**config.mk**
```make
export PLATFORM = sky130hd
export DESIGN_NAME = canvas_port_arbiter
export DESIGN_NICKNAME = d
export VERILOG_FILES = /design/src/rtl/canvas_pkg.sv /design/src/rtl/clear_sweeper.sv /design/src/rtl/canvas_port_arbiter.sv
export SDC_FILE = /design/constraint.sdc
export NUM_CORES = 1
export LEC_CHECK = 0
export BUFFER_PORTS_ARGS = -buffer_cell sky130_fd_sc_hd__clkbuf_2
export CAP_MARGIN = 20
export CORE_UTILIZATION = 49
export DETAILED_ROUTE_END_ITERATION = 6
export PLACE_DENSITY = 0.8
export SLEW_MARGIN = 30
export SYNTH_ARGS = -nofsm -noshare
export SYNTH_HDL_FRONTEND = slang
export SYNTH_HIERARCHICAL = 1
export SYNTH_SLANG_ARGS = --single-unit
export TNS_END_PERCENT = 20
```
**constraint.sdc**
```tcl
create_clock -name clk -period 2 [get_ports clk]
set_input_delay 0.4 -clock clk [delete_from_list [all_inputs] [get_ports clk]]
set_output_delay 0.4 -clock clk [all_outputs]
set_load 0.1 [all_outputs]
```
**src/rtl/canvas_pkg.sv**
```systemverilog
// Shared constants and types for the small-canvas port arbiter.
// Holds canvas geometry, the arbiter state enum and the drop counter width.
package canvas_pkg;
   localparam int ADDR_W = 10;
   localparam int DEPTH  = 1024;
   localparam int DROP_W = 8;

   typedef enum logic [1:0] {
      IDLE,
      REC,
      CLEAR
   } state_e;
endpackage

```
**src/rtl/clear_sweeper.sv**
```systemverilog
// Address generator for the canvas clear sweep.
// start: reload cnt to 0; run: advance; addr: sweep address; last: cnt==DEPTH-1.
module clear_sweeper
   import canvas_pkg::*;
#(
   parameter int ADDR_W = canvas_pkg::ADDR_W,
   parameter int DEPTH  = canvas_pkg::DEPTH
) (
   input  logic              clk,
   input  logic              rst,
   input  logic              start,
   input  logic              run,
   output logic [ADDR_W-1:0] addr,
   output logic              last
);

   // One spare bit so DEPTH == 2**ADDR_W ends without wrapping.
   localparam logic [ADDR_W:0] LAST_CNT = (ADDR_W + 1)'(DEPTH - 1);

   logic [ADDR_W:0] cnt_q;
   logic [ADDR_W:0] cnt_d;

   always_comb begin
      cnt_d = cnt_q;
      if (start) begin
         cnt_d = '0;
      end else if (run) begin
         cnt_d = cnt_q + 1'b1;
      end
   end

   always_ff @(posedge clk) begin
      if (rst) begin
         cnt_q <= '0;
      end else begin
         cnt_q <= cnt_d;
      end
   end

   assign addr = cnt_q[ADDR_W-1:0];
   assign last = (cnt_q == LAST_CNT);

endmodule

```
**src/rtl/canvas_port_arbiter.sv**
```systemverilog
// Shares the single canvas RAM port between mouse writes, recognizer reads
// and a clear sweep (priority CLEAR > REC > mouse); counts dropped writes.
// Ports: mouse_*, rec_*, clear_*, drop status, ram_* towards the canvas RAM.
module canvas_port_arbiter
   import canvas_pkg::*;
#(
   parameter int ADDR_W = canvas_pkg::ADDR_W,
   parameter int DEPTH  = canvas_pkg::DEPTH
) (
   input  logic              clk,
   input  logic              rst,
   input  logic              mouse_we,
   input  logic [ADDR_W-1:0] mouse_addr,
   input  logic              mouse_data,
   input  logic              rec_req,
   input  logic [ADDR_W-1:0] rec_addr,
   output logic              rec_gnt,
   output logic              rec_rdata,
   input  logic              clear_start,
   output logic              clear_busy,
   output logic              clear_done,
   output logic              mouse_dropped,
   output logic [7:0]        drop_cnt,
   output logic [ADDR_W-1:0] ram_a,
   output logic              ram_d,
   output logic              ram_we,
   input  logic              ram_spo
);

   localparam logic [DROP_W-1:0] DROP_MAX = '1;

   state_e              state_q, state_d;
   logic                pend_q, pend_d;
   logic                done_q, done_d;
   logic                dropped_q, dropped_d;
   logic [DROP_W-1:0]   drop_q, drop_d;
   logic                sw_start;
   logic                sw_run;
   logic                sw_last;
   logic [ADDR_W-1:0]   sw_addr;
   logic                drop_hit;
   logic                we_mux;

   clear_sweeper #(
      .ADDR_W (ADDR_W),
      .DEPTH  (DEPTH)
   ) u_sweeper (
      .clk   (clk),
      .rst   (rst),
      .start (sw_start),
      .run   (sw_run),
      .addr  (sw_addr),
      .last  (sw_last)
   );

   always_comb begin
      state_d  = state_q;
      pend_d   = pend_q;
      done_d   = 1'b0;
      sw_start = 1'b0;
      sw_run   = 1'b0;
      unique case (state_q)
         IDLE: begin
            if (clear_start || pend_q) begin
               state_d  = CLEAR;
               sw_start = 1'b1;
            end else if (rec_req) begin
               state_d = REC;
            end
         end
         REC: begin
            // A clear request is parked until the burst ends.
            if (clear_start) begin
               pend_d = 1'b1;
            end
            if (!rec_req) begin
               if (pend_q || clear_start) begin
                  state_d  = CLEAR;
                  sw_start = 1'b1;
               end else begin
                  state_d = IDLE;
               end
            end
         end
         CLEAR: begin
            sw_run = 1'b1;
            if (sw_last) begin
               state_d = IDLE;
               pend_d  = 1'b0;
               done_d  = 1'b1;
            end
         end
         default: begin
            state_d = IDLE;
         end
      endcase
   end

   assign drop_hit  = mouse_we && (state_q != IDLE);
   assign dropped_d = drop_hit;

   always_comb begin
      drop_d = drop_q;
      if (drop_hit && (drop_q != DROP_MAX)) begin
         drop_d = drop_q + 1'b1;
      end
   end

   always_comb begin
      ram_a  = mouse_addr;
      ram_d  = mouse_data;
      we_mux = mouse_we;
      unique case (state_q)
         REC: begin
            ram_a  = rec_addr;
            ram_d  = 1'b0;
            we_mux = 1'b0;
         end
         CLEAR: begin
            ram_a  = sw_addr;
            ram_d  = 1'b0;
            we_mux = 1'b1;
         end
         default: begin
            ram_a  = mouse_addr;
            ram_d  = mouse_data;
            we_mux = mouse_we;
         end
      endcase
   end

   assign ram_we = rst ? 1'b0 : we_mux;

   always_ff @(posedge clk) begin
      if (rst) begin
         state_q   <= IDLE;
         pend_q    <= 1'b0;
         done_q    <= 1'b0;
         dropped_q <= 1'b0;
         drop_q    <= '0;
      end else begin
         state_q   <= state_d;
         pend_q    <= pend_d;
         done_q    <= done_d;
         dropped_q <= dropped_d;
         drop_q    <= drop_d;
      end
   end

   assign rec_gnt       = (state_q == REC);
   assign clear_busy    = (state_q == CLEAR);
   assign clear_done    = done_q;
   assign mouse_dropped = dropped_q;
   assign drop_cnt      = drop_q;
   assign rec_rdata     = rec_gnt & ram_spo;

endmodule

```
==> results.json, run 1 <==
{
  "status": "complete, but fails checks",
  "violations": "setup timing",
  "antenna_found_initial": 0,
  "r2r-start": "state_q[1]$_SDFFE_PP0P_",
  "io_buffers": 51,
  "gr-total-overflow": 0,
  "cts_made_buffers": 3,
  "cts_sinks": 24,
  "synth-seq-area-share": 0.3299,
  "synth-edff-count": 0,
  "ys.flop_type": "dfxtp_1",
  "ys_top_cells_by_area": "dfxtp_1 (33%), nor2_1 (7.7%), a21oi_1 (7.6%)",
  "root_buffer": "clkbuf_4",
  "slowest_stage": "dfxtp_4",
  "grt_pass1_vias": 1541,
  "fin_setup_tns_ns": -0.5376,
  "via_count": 1581,
  "cts_max_level": 1,
  "drc": 0,
  "grt_pass1_wl_um": 7369,
  "ys_seq_elements": 24,
  "r2r_cells": 8,
  "clock_skew_ns": 0.001666,
  "diodes": 0,
  "timing.final.ws_setup_ns": -0.06228,
  "die_h_um": 56.52,
  "core_area_mm2": 0.002781,
  "path_clk_slew_ns": 0.14,
  "period_share": 1.031,
  "avgSynthCellArea_um2": 8.002,
  "worst_pin_slew_ns": 0.5400,
  "rows": 19,
  "place_ws_ns": 0.01452,
  "rsz0062_at_grt": "true",
  "critical_path_arrival_ns": 1.66,
  "syn-cell-area_mm2": 0.001456,
  "fmax_mhz": 484.9,
  "syn_nets": 215,
  "critPathRequiredTime_ns": 1.60,
  "finalWirelength_um": 4578,
  "io_pins": 52,
  "die-area_mm2": 0.003195,
  "grt_use_total": 0.2970,
  "hold_violations": 0,
  "initial_core_util": 0.5236,
  "fin_crit_ns": 2.062,
  "end_kind": "primary output",
  "max_stage_delay_ns": 0.41,
  "first_pass_iters": 4,
  "max_cap_violations": 0,
  "hold_path_class": "in2reg",
  "min_path_cells": 3,
  "die_w_um": 56.52,
  "synth.top_cell.area_share": 0.3299,
  "dp_hpwl_um": 2916,
  "path_cells": "inv_4 > ha_4 > buf_12 > nor2_1 > a21oi_4 > buf_12",
  "globalplace.congestion": 0.8641,
  "fill_cells": 166,
  "yosysTopAreaCell": "dfxtp_1",
  "critPathMostFrequentCell": "buf_12",
  "syn_inst": 182,
  "async_flop_share": 0,
  "worst_hold_path.endpoint": "mouse_dropped$_SDFF_PP0_",
  "synth.most_common_cell": "nor2_1",
  "finalSetupViolations": 11,
  "min_from": "mouse_we",
  "grt_max_degree": 17,
  "vias_per_cell": 6.104,
  "critical_path.top_delay_family": "flip-flops",
  "synthTopCellsByCount": "nor2_1 (30), dfxtp_1 (24), a21oi_1 (22)",
  "worstSkewPairLatency_ns": 0.33,
  "crit_buf_inv": 3,
  "drv_slew": 0,
  "yosysWarnings": 6,
  "cts_tree": "yes",
  "clockBufferDepth": 2,
  "netlist-cell-type-count": 36,
  "cp_max_fo": 11,
  "drt_iter0_drc": 104,
  "rr_endpoint": "u_sweeper/cnt_q[9]$_SDFFE_PP0P_",
  "rrSetupSlack_ns": 0.10,
  "nets": 262,
  "maxSlewHeadroom": 0.6415,
  "areaGrowthSynthToFinish_pct": 52.15,
  "drive_above_1_share": 0.4474,
  "criticalPathCategory": "reg2out",
  "antenna_left": 0,
  "critPathLaunchType": "register",
  "wl_per_cell_um": 17.68
}
[cell usage in the layout, fill, tap and decap left out, types with 2 or more instances in the layout]
master    Yosys  routed
a21oi_1      22      12
nor2_2        0       2
dfxtp_2       0       2
nand4_2       2       2
clkbuf_2      0      37
inv_1        10       8
o31ai_1       4       4
clkbuf_4      0       3
mux2i_1       3       3
a22oi_2       0      11
or4_1         4       4
nand2_1       6       6
or3_1         2       2
a31oi_1       2       2
xor2_1        3       3
ha_1          6       4
nor2_1       30      27
o21ai_0       4       4
nand4_1       3       3
nor3_1        3       3
buf_4        10       6
ha_4          0       2
a21oi_4       0      10
buf_12        0      15
nand3_1       4       4
xnor2_1       3       3
a211oi_1      4       4
dfxtp_1      24      21
[tightest hold or removal path, cell delays in order]
cell and delay [ns]:
clkbuf_2 0.13, nand2b_1 0.13, nor2_1 0.05
[logic make-up after synthesis]
logic type,share of synthesized area
adder cells (fa/ha/maj),0.05155
XOR/XNOR,0.03609
AO/OA/AOI/OAI,0.2191
flip-flops,0.3299
buffers and inverters,0.1134
AND/OR/NAND/NOR,0.2139
multiplexers,0.03608
[state kept, by name, summed over array words and instances, names as in the netlist]
register	flops
state_q	2
drop_cnt	8
mouse_dropped	1
u_sweeper/cnt_q	11
pend_q	1
clear_done	1
[routing by layer]
| metal | vias up | share of wire | track usage |
|---|---|---|---|
| li1 | 738 | - | - |
| met1 | 754 | 0.41 | 0.3591 |
| met2 | 69 | 0.51 | 0.5008 |
| met3 | 20 | 0.043 | 0.06221 |
| met4 | 0 | 0.038 | 0.1359 |
| met5 | - | 0 | 0 |
[what timing repair did]
action / 4_1_cts / 5_1_grt
gates resized for setup: 17 / 5
hold buffers: 0 / 0
endpoints found under the hold margin: 0 / 0
buffers inserted: 2 / 0
pin swaps: 4 / 0
endpoints found under the setup margin: 13 / 15
gates cloned: 1 / 0
[area by class of cell]
type	count	area, µm²	share of cell area
tap	31	38.79	0.01750
inverter	10	40.04	0.01807
clock buffer	4	36.28	0.01637
sequential	24	486.7	0.2196
multi-input combinational	130	1045	0.4715
timing repair buffer	60	569.3	0.2569
[per-stage QoR]
stage	hold WS [ns]	util	std cells	instance area, µm²
floorplan	0.4494	-	182	1633
global placement	0.4613	0.7355	252	2046
detailed placement	0.4904	0.7355	252	2046
CTS	0.3981	0.7877	259	2191
global route	0.4261	0.7967	259	2216
finish	0.4055	0.7967	259	2216
[how the worst max path moves through the flow]
stage | start | to | cells after the start
after floorplan | state_q[1]$_SDFFE_PP0P_ | u_sweeper/cnt_q[9]$_SDFFE_PP0P_ | 7
after global placement | u_sweeper/cnt_q[1]$_SDFFE_PP0P_ | state_q[1]$_SDFFE_PP0P_ | 8
after detailed placement | u_sweeper/cnt_q[1]$_SDFFE_PP0P_ | state_q[1]$_SDFFE_PP0P_ | 8
after CTS | state_q[0]$_SDFFE_PP0P_ | ram_a[1] | 6
after global routing | state_q[0]$_SDFFE_PP0P_ | ram_a[8] | 6
final | state_q[0]$_SDFFE_PP0P_ | ram_a[9] | 6
Power of run 1 is left out: the tool's default activity adds up to more than one toggle a clock period on the data nets, which glitch-free logic cannot reach.
==> run 2, diff against run 1 <==
--- a/config.mk
+++ b/config.mk
@@ -7,12 +7,11 @@
 export LEC_CHECK = 0
 export BUFFER_PORTS_ARGS = -buffer_cell sky130_fd_sc_hd__clkbuf_2
 export CAP_MARGIN = 20
-export CORE_UTILIZATION = 49
+export CORE_UTILIZATION = 48
 export DETAILED_ROUTE_END_ITERATION = 6
 export PLACE_DENSITY = 0.8
 export SLEW_MARGIN = 30
 export SYNTH_ARGS = -nofsm -noshare
 export SYNTH_HDL_FRONTEND = slang
-export SYNTH_HIERARCHICAL = 1
 export SYNTH_SLANG_ARGS = --single-unit
 export TNS_END_PERCENT = 20
==> run 2 against run 1 <==
The flow still finishes with violations (setup timing). Final area rose by 4.3%. Via count rose by 9.6%. Count of clock-buffer cells in the layout did not move. Clock skew rose by 0.0023 ns. Critical path depth did not move. Routed wire length rose by 37%. Core utilization rose by 11 points. Worst setup slack got worse by 0.074 ns. Critical endpoint is now ram_a[2].
==> results.json, run 2 <==
{
  "status": "complete, but fails checks",
  "violations": "setup timing",
  "syn-cell-area_mm2": 0.001319,
  "synthTopCellsByCount": "nor2_1 (26), dfxtp_1 (24), a21oi_1 (15)",
  "critPathLaunchType": "register",
  "die-area_mm2": 0.002961,
  "grt_pass1_wl_um": 8445,
  "synth-edff-count": 0,
  "die_h_um": 54.42,
  "fin_crit_ns": 2.136,
  "worst_pin_slew_ns": 0.5650,
  "maxSlewHeadroom": 0.6249,
  "finalWirelength_um": 6249,
  "internal-power_mw": 1.514,
  "async_flop_share": 0,
  "leakage_nw": 0.9196,
  "core_area_mm2": 0.002545,
  "io_pins": 52,
  "dp_hpwl_um": 2764,
  "netlist-cell-type-count": 37,
  "top_register": "u_sweeper.cnt_q",
  "combPwrFrac": 0.747,
  "cts_max_level": 1,
  "instances_no_fill": 260,
  "drt_iter0_drc": 133,
  "areaGrowthSynthToFinish_pct": 75.33,
  "root_buffer": "clkbuf_4",
  "p_sw_mw": 1.696,
  "synth-simple-area-share": 0.2400,
  "grt_max_degree": 17,
  "ys_top_cells_by_area": "dfxtp_1 (36%), nor2_1 (7.4%), a21oi_1 (5.7%)",
  "yosysWarnings": 0,
  "synth.top_cell.area_share": 0.3643,
  "critical_path_arrival_ns": 1.74,
  "rsz0062_at_grt": "true",
  "final_util": 0.9086,
  "end_kind": "primary output",
  "clock_skew_ns": 0.003995,
  "synth_compound_area_frac": 0.2030,
  "grt_pass1_vias": 1697,
  "vias_per_cell": 6.665,
  "critPathRequiredTime_ns": 1.60,
  "globalplace.congestion": 0.8126,
  "drive_above_1_share": 0.5304,
  "nets": 263,
  "max_cap_violations": 0,
  "place_ws_ns": 0.06122,
  "yosysTopAreaCell": "dfxtp_1",
  "most-common-layout-cells": "clkbuf_2 (37), dfxtp_1 (21), nor2_1 (15)",
  "ir_drop_mv": 1.645,
  "avgSynthCellArea_um2": 8.242,
  "ys_seq_elements": 24,
  "hold_violations": 0,
  "drv_slew": 0,
  "initial_core_util": 0.5182,
  "cts_sinks": 24,
  "path_clk_slew_ns": 0.15,
  "power_frac_seq": 0.164,
  "grt_use_total": 0.4164,
  "diodes": 0,
  "synth-seq-area-share": 0.3643,
  "worstSkewPairLatency_ns": 0.35,
  "cts_made_buffers": 3,
  "wl_per_cell_um": 24.03,
  "antenna_left": 0,
  "criticalPathCategory": "reg2out",
  "fill_cells": 86,
  "cts_tree": "yes",
  "period_share": 1.068,
  "fmax_mhz": 468.2,
  "holdWs_ns": 0.3748,
  "syn_nets": 192,
  "switching_share": 0.5284,
  "muxShareOfSynthArea": 0.03131,
  "ys.flop_type": "dfxtp_1",
  "first_pass_iters": 6,
  "synth_top_family_by_area": "simple AND/OR/NAND/NOR gates",
  "hold_path_class": "in2reg",
  "power_density_mw_per_mm2": 1388,
  "synth.most_common_cell": "nor2_1",
  "post-place-cells": 242,
  "timing.final.ws_setup_ns": -0.1359,
  "gr-total-overflow": 0,
  "largest_reg_flops": 11,
  "p_clk_frac": 0.088,
  "finalSetupViolations": 14,
  "cp_max_fo": 7,
  "via_count": 1733,
  "die_w_um": 54.42,
  "rows": 18,
  "syn_inst": 160,
  "io_buffers": 51,
  "synthAdderAreaFrac": 0.04744,
  "final_common_cell": "clkbuf_2",
  "drc": 0,
  "clockBufferDepth": 2,
  "antenna_found_initial": 0,
  "synthXorXnorAreaFrac": 0.07970
}
-- run 2: cell types whose count changed in the layout (fill, tap and decap cells not counted), sizes merged, moves of 3 or more --
| cell | change |
|---|---|
| xor2 | +4 |
| nor2b | +4 |
| a21oi | -7 |
| buf | +12 |
| or4 | -3 |
| nand3 | -3 |
| a211oi | -3 |
| and3 | +3 |
| o211ai | +3 |
| nor2 | -4 |
| o31ai | -3 |
| inv | -6 |
-- run 2: through the flow --
| stage | setup TNS [ns] | power [mW] | cell area (µm²) |
|---|---|---|---|
| 5_1_grt | -1.353 | 3.241 | 2312 |
| 6_report | -1.373 | 3.210 | 2312 |
| 3_5_place_dp | 0 | 2.498 | 1988 |
| 4_1_cts | -0.2665 | 3.087 | 2268 |
| 3_3_place_gp | 0 | 2.470 | 1988 |
| 2_1_floorplan | -2.812 | 1.900 | 1489 |
-- run 2: what timing repair did --
item / 4_1_cts / 5_1_grt
setup endpoints to repair: 12 / 18
pin swaps: 10 / 5
cloned: 3 / 0
hold buffers: 0 / 0
buffers inserted: 7 / 6
gates resized for setup: 32 / 16
-- run 2: critical path, cell delays in order, from the launching register on --
cell and delay (ns):
dfxtp_2 0.39, buf_6 0.12, ha_4 0.19, nand2_1 0.11, buf_4 0.18, a31oi_4 0.19
buf_12 0.20
-- run 2: area by class of cell --
class	instances	area [µm²]	area share
Multi-Input combinational cell	125	1050	0.4540
Sequential cell	24	484.2	0.2094
Inverter	4	20.02	0.008658
Clock buffer	4	36.28	0.01569
Timing Repair Buffer	73	684.4	0.2960
Tap cell	30	37.54	0.01623
-- run 2: metal layers --
| metal | global-route usage | vias to the layer above | wire, µm |
|---|---|---|---|
| met4 | 0.2265 | 0 | 325 |
| li1 | - | 717 | - |
| met3 | 0.1167 | 35 | 623 |
| met2 | 0.7073 | 163 | 3027 |
| met1 | 0.4650 | 818 | 2273 |
| met5 | 0 | - | 0 |
-- run 2: power groups by stage --
stage               Sequential (mW)  Combinational (mW)  Clock [mW]
CTS                           0.518                2.31       0.259
global placement              0.526                1.94           0
global route                  0.528                2.43       0.285
finish                        0.528                2.40       0.283
detailed placement            0.529                1.97           0
floorplan                     0.585                1.32           0
-- run 2: cell families (layout without fill, tap and decap cells) --
| group | after synthesis | after routing |
|---|---|---|
| AND/OR/NAND/NOR | 62 | 62 |
| AO/OA/AOI/OAI | 42 | 42 |
| flip-flops | 24 | 24 |
| XOR/XNOR | 12 | 12 |
| buffers and inverters | 11 | 81 |
| adder cells (fa/ha/maj) | 5 | 5 |
| multiplexers | 4 | 4 |
-- run 2: final timing paths --
check | start | endpoint | slack, ns | cells after the start
min reg2reg | drop_cnt[6]$_SDFFE_PP0P_ | drop_cnt[6]$_SDFFE_PP0P_ | 0.54 | 2
min | clear_start | pend_q$_SDFFE_PP0P_ | 0.37 | 3
max reg2reg | u_sweeper.cnt_q[1]$_SDFFE_PP0N_ | state_q[0]$_SDFFE_PP0P_ | -0.09 | 5
max | state_q[1]$_SDFFE_PP0P_ | ram_a[2] | -0.14 | 6
(Power assumes the default switching activity.)
==> run 3, diff against run 2 <==
--- a/config.mk
+++ b/config.mk
@@ -10,6 +10,7 @@
 export CORE_UTILIZATION = 48
 export DETAILED_ROUTE_END_ITERATION = 6
 export PLACE_DENSITY = 0.8
+export SETUP_SLACK_MARGIN = 0.5
 export SLEW_MARGIN = 30
 export SYNTH_ARGS = -nofsm -noshare
 export SYNTH_HDL_FRONTEND = slang
==> run 3 against run 2 <==
The flow still finishes with violations (setup timing). Core utilization up 5.5 points. Worst setup slack improved by 0.014 ns. Combinational power decreased by 2%. Via count rose by 0.75%. Die area did not move. Routed wire length grew 2.9%. Sequential power grew 0.9%. Non-clock buffer count down 6. Largest power group unchanged. First-iteration DRC count decreased by 6.0%. Total power shrank 1.4%.
==> results.json, run 3 (same netlist as run 2, synthesis figures left out) <==
{
  "fin_crit_ns": 2.122,
  "core_area_mm2": 0.002545,
  "hold_path_class": "in2reg",
  "grt_use_total": 0.3689,
  "worst_pin_slew_ns": 0.4602,
  "rsz0062_at_grt": "true",
  "drc": 0,
  "grt_pass1_wl_um": 7590,
  "wl_per_cell_um": 25.31,
  "rows": 18,
  "cts_tree": "yes",
  "placedInstanceArea_mm2": 0.002023,
  "critPathRequiredTime_ns": 1.60,
  "r2r-start": "state_q[1]$_SDFFE_PP0P_",
  "ir_drop_mv": 1.934,
  "fmax_mhz": 471.2,
  "post-place-cells": 241,
  "grt_max_degree": 17,
  "hold_violations": 0,
  "grt_pass1_vias": 1530,
  "criticalPathCategory": "reg2out",
  "r2r_cells": 7,
  "diodes": 0,
  "internal-power_mw": 1.504,
  "period_share": 1.061,
  "instances_no_fill": 254,
  "via_count": 1746,
  "timing.final.ws_setup_ns": -0.1222,
  "switching_share": 0.5245,
  "leakage_nw": 0.9160,
  "first_pass_iters": 6,
  "power_density_mw_per_mm2": 1291,
  "die_h_um": 54.42,
  "cp_max_fo": 14,
  "cp-startpoint": "state_q[0]$_SDFFE_PP0P_",
  "antenna_left": 0,
  "root_buffer": "clkbuf_4",
  "rr_endpoint": "u_sweeper.cnt_q[5]$_SDFFE_PP0N_",
  "end_kind": "primary output",
  "p_sw_mw": 1.659,
  "vias_per_cell": 6.874,
  "combPwrFrac": 0.744,
  "final_common_cell": "clkbuf_2",
  "most-common-layout-cells": "clkbuf_2 (26), buf_12 (17), nor2_1 (16)",
  "cts_made_buffers": 3,
  "hold_buffers": 0,
  "violations": "setup timing",
  "die-area_mm2": 0.002961,
  "rrSetupSlack_ns": 0.14,
  "areaGrowthSynthToFinish_pct": 85.86,
  "path_clk_slew_ns": 0.15,
  "status": "complete, but fails checks",
  "drv_slew": 0,
  "clock_skew_ns": 0.01207,
  "holdWs_ns": 0.4492,
  "top_register": "u_sweeper.cnt_q",
  "clockBufferDepth": 2,
  "antenna_found_initial": 0,
  "finalSetupViolations": 11,
  "worstSkewPairLatency_ns": 0.34,
  "p_clk_frac": 0.088,
  "critPathLaunchType": "register",
  "cts_sinks": 24,
  "io_buffers": 51,
  "globalplace.congestion": 0.8376,
  "final_util": 0.9631,
  "io_pins": 52,
  "nets": 257,
  "maxSlewHeadroom": 0.6923,
  "drt_iter0_drc": 125,
  "critical_path_arrival_ns": 1.72,
  "cts_max_level": 1,
  "max_cap_violations": 0,
  "fin_total_pwr_mw": 3.164,
  "gr-total-overflow": 0,
  "fin_area_mm2": 0.002451,
  "finalWirelength_um": 6430,
  "dp_hpwl_um": 2889,
  "initial_core_util": 0.5182,
  "die_w_um": 54.42,
  "drive_above_1_share": 0.6205,
  "crit_end": "ram_a[6]",
  "power_frac_seq": 0.168,
  "largest_reg_flops": 11
}
-- run 3: cell types whose count changed in the layout (fill, tap and decap cells not counted), sizes merged --
| cell | previous run | this run |
|---|---|---|
| buf | 35 | 31 |
| clkbuf | 42 | 40 |
-- run 3: metal layers --
| metal | up-vias | GRT usage | routed length [µm] |
|---|---|---|---|
| met2 | 191 | 0.6606 | 2987 |
| met1 | 787 | 0.4276 | 2143 |
| met5 | - | 0 | 0 |
| met3 | 61 | 0.06111 | 748 |
| met4 | 0 | 0.1538 | 550 |
| li1 | 707 | - | - |
-- run 3: how the worst min path moves through the flow --
stage,from,end,slack (ns),cells past startpoint
3_3_place_gp,u_sweeper.cnt_q[10]$_SDFFE_PP0N_,u_sweeper.cnt_q[10]$_SDFFE_PP0N_,0.47,2
3_5_place_dp,u_sweeper.cnt_q[10]$_SDFFE_PP0N_,u_sweeper.cnt_q[10]$_SDFFE_PP0N_,0.49,2
4_1_cts,clear_start,pend_q$_SDFFE_PP0P_,0.37,3
2_1_floorplan,u_sweeper.cnt_q[10]$_SDFFE_PP0N_,u_sweeper.cnt_q[10]$_SDFFE_PP0N_,0.46,2
5_1_grt,rst,drop_cnt[3]$_SDFFE_PP0P_,0.47,2
6_report,rst,state_q[1]$_SDFFE_PP0P_,0.45,2
-- run 3: power groups by stage --
stage	combinational (mW)	clock, mW	sequential [mW]
after floorplan	1.35	0	0.588
after global placement	1.94	0	0.535
after detailed placement	1.97	0	0.538
after CTS	2.16	0.266	0.529
after global routing	2.40	0.284	0.533
final	2.35	0.278	0.533
-- run 3: per-stage QoR --
stage | worst slack [ns] | setup TNS, ns
final | -0.1222 | -0.9547
after global routing | -0.2402 | -1.298
after CTS | -0.04048 | -0.2456
after detailed placement | 0.09133 | 0
after global placement | 0.1381 | 0
after floorplan | -0.1165 | -1.408
-- run 3: layout make-up --
class | count | area, µm²
flip-flops and latches | 24 | 513.0
well taps | 30 | 37.54
clock buffers | 4 | 36.28
fillers | 51 | 93.84
repair buffers | 67 | 711.9
inverters | 4 | 17.52
multi-input cells | 125 | 1135
-- run 3: critical path, cell delays in order (launching register included) --
cell and delay, ns:
dfxtp_4 0.38, buf_4 0.14, ha_4 0.22, a22oi_1 0.35, a21oi_4 0.11, buf_12 0.18
-- run 3: what timing repair did --
item,in CTS,in global routing
cloned,1,1
endpoints found under the setup margin,41,41
resized for setup,47,36
pin swaps,11,25
setup buffers,6,1
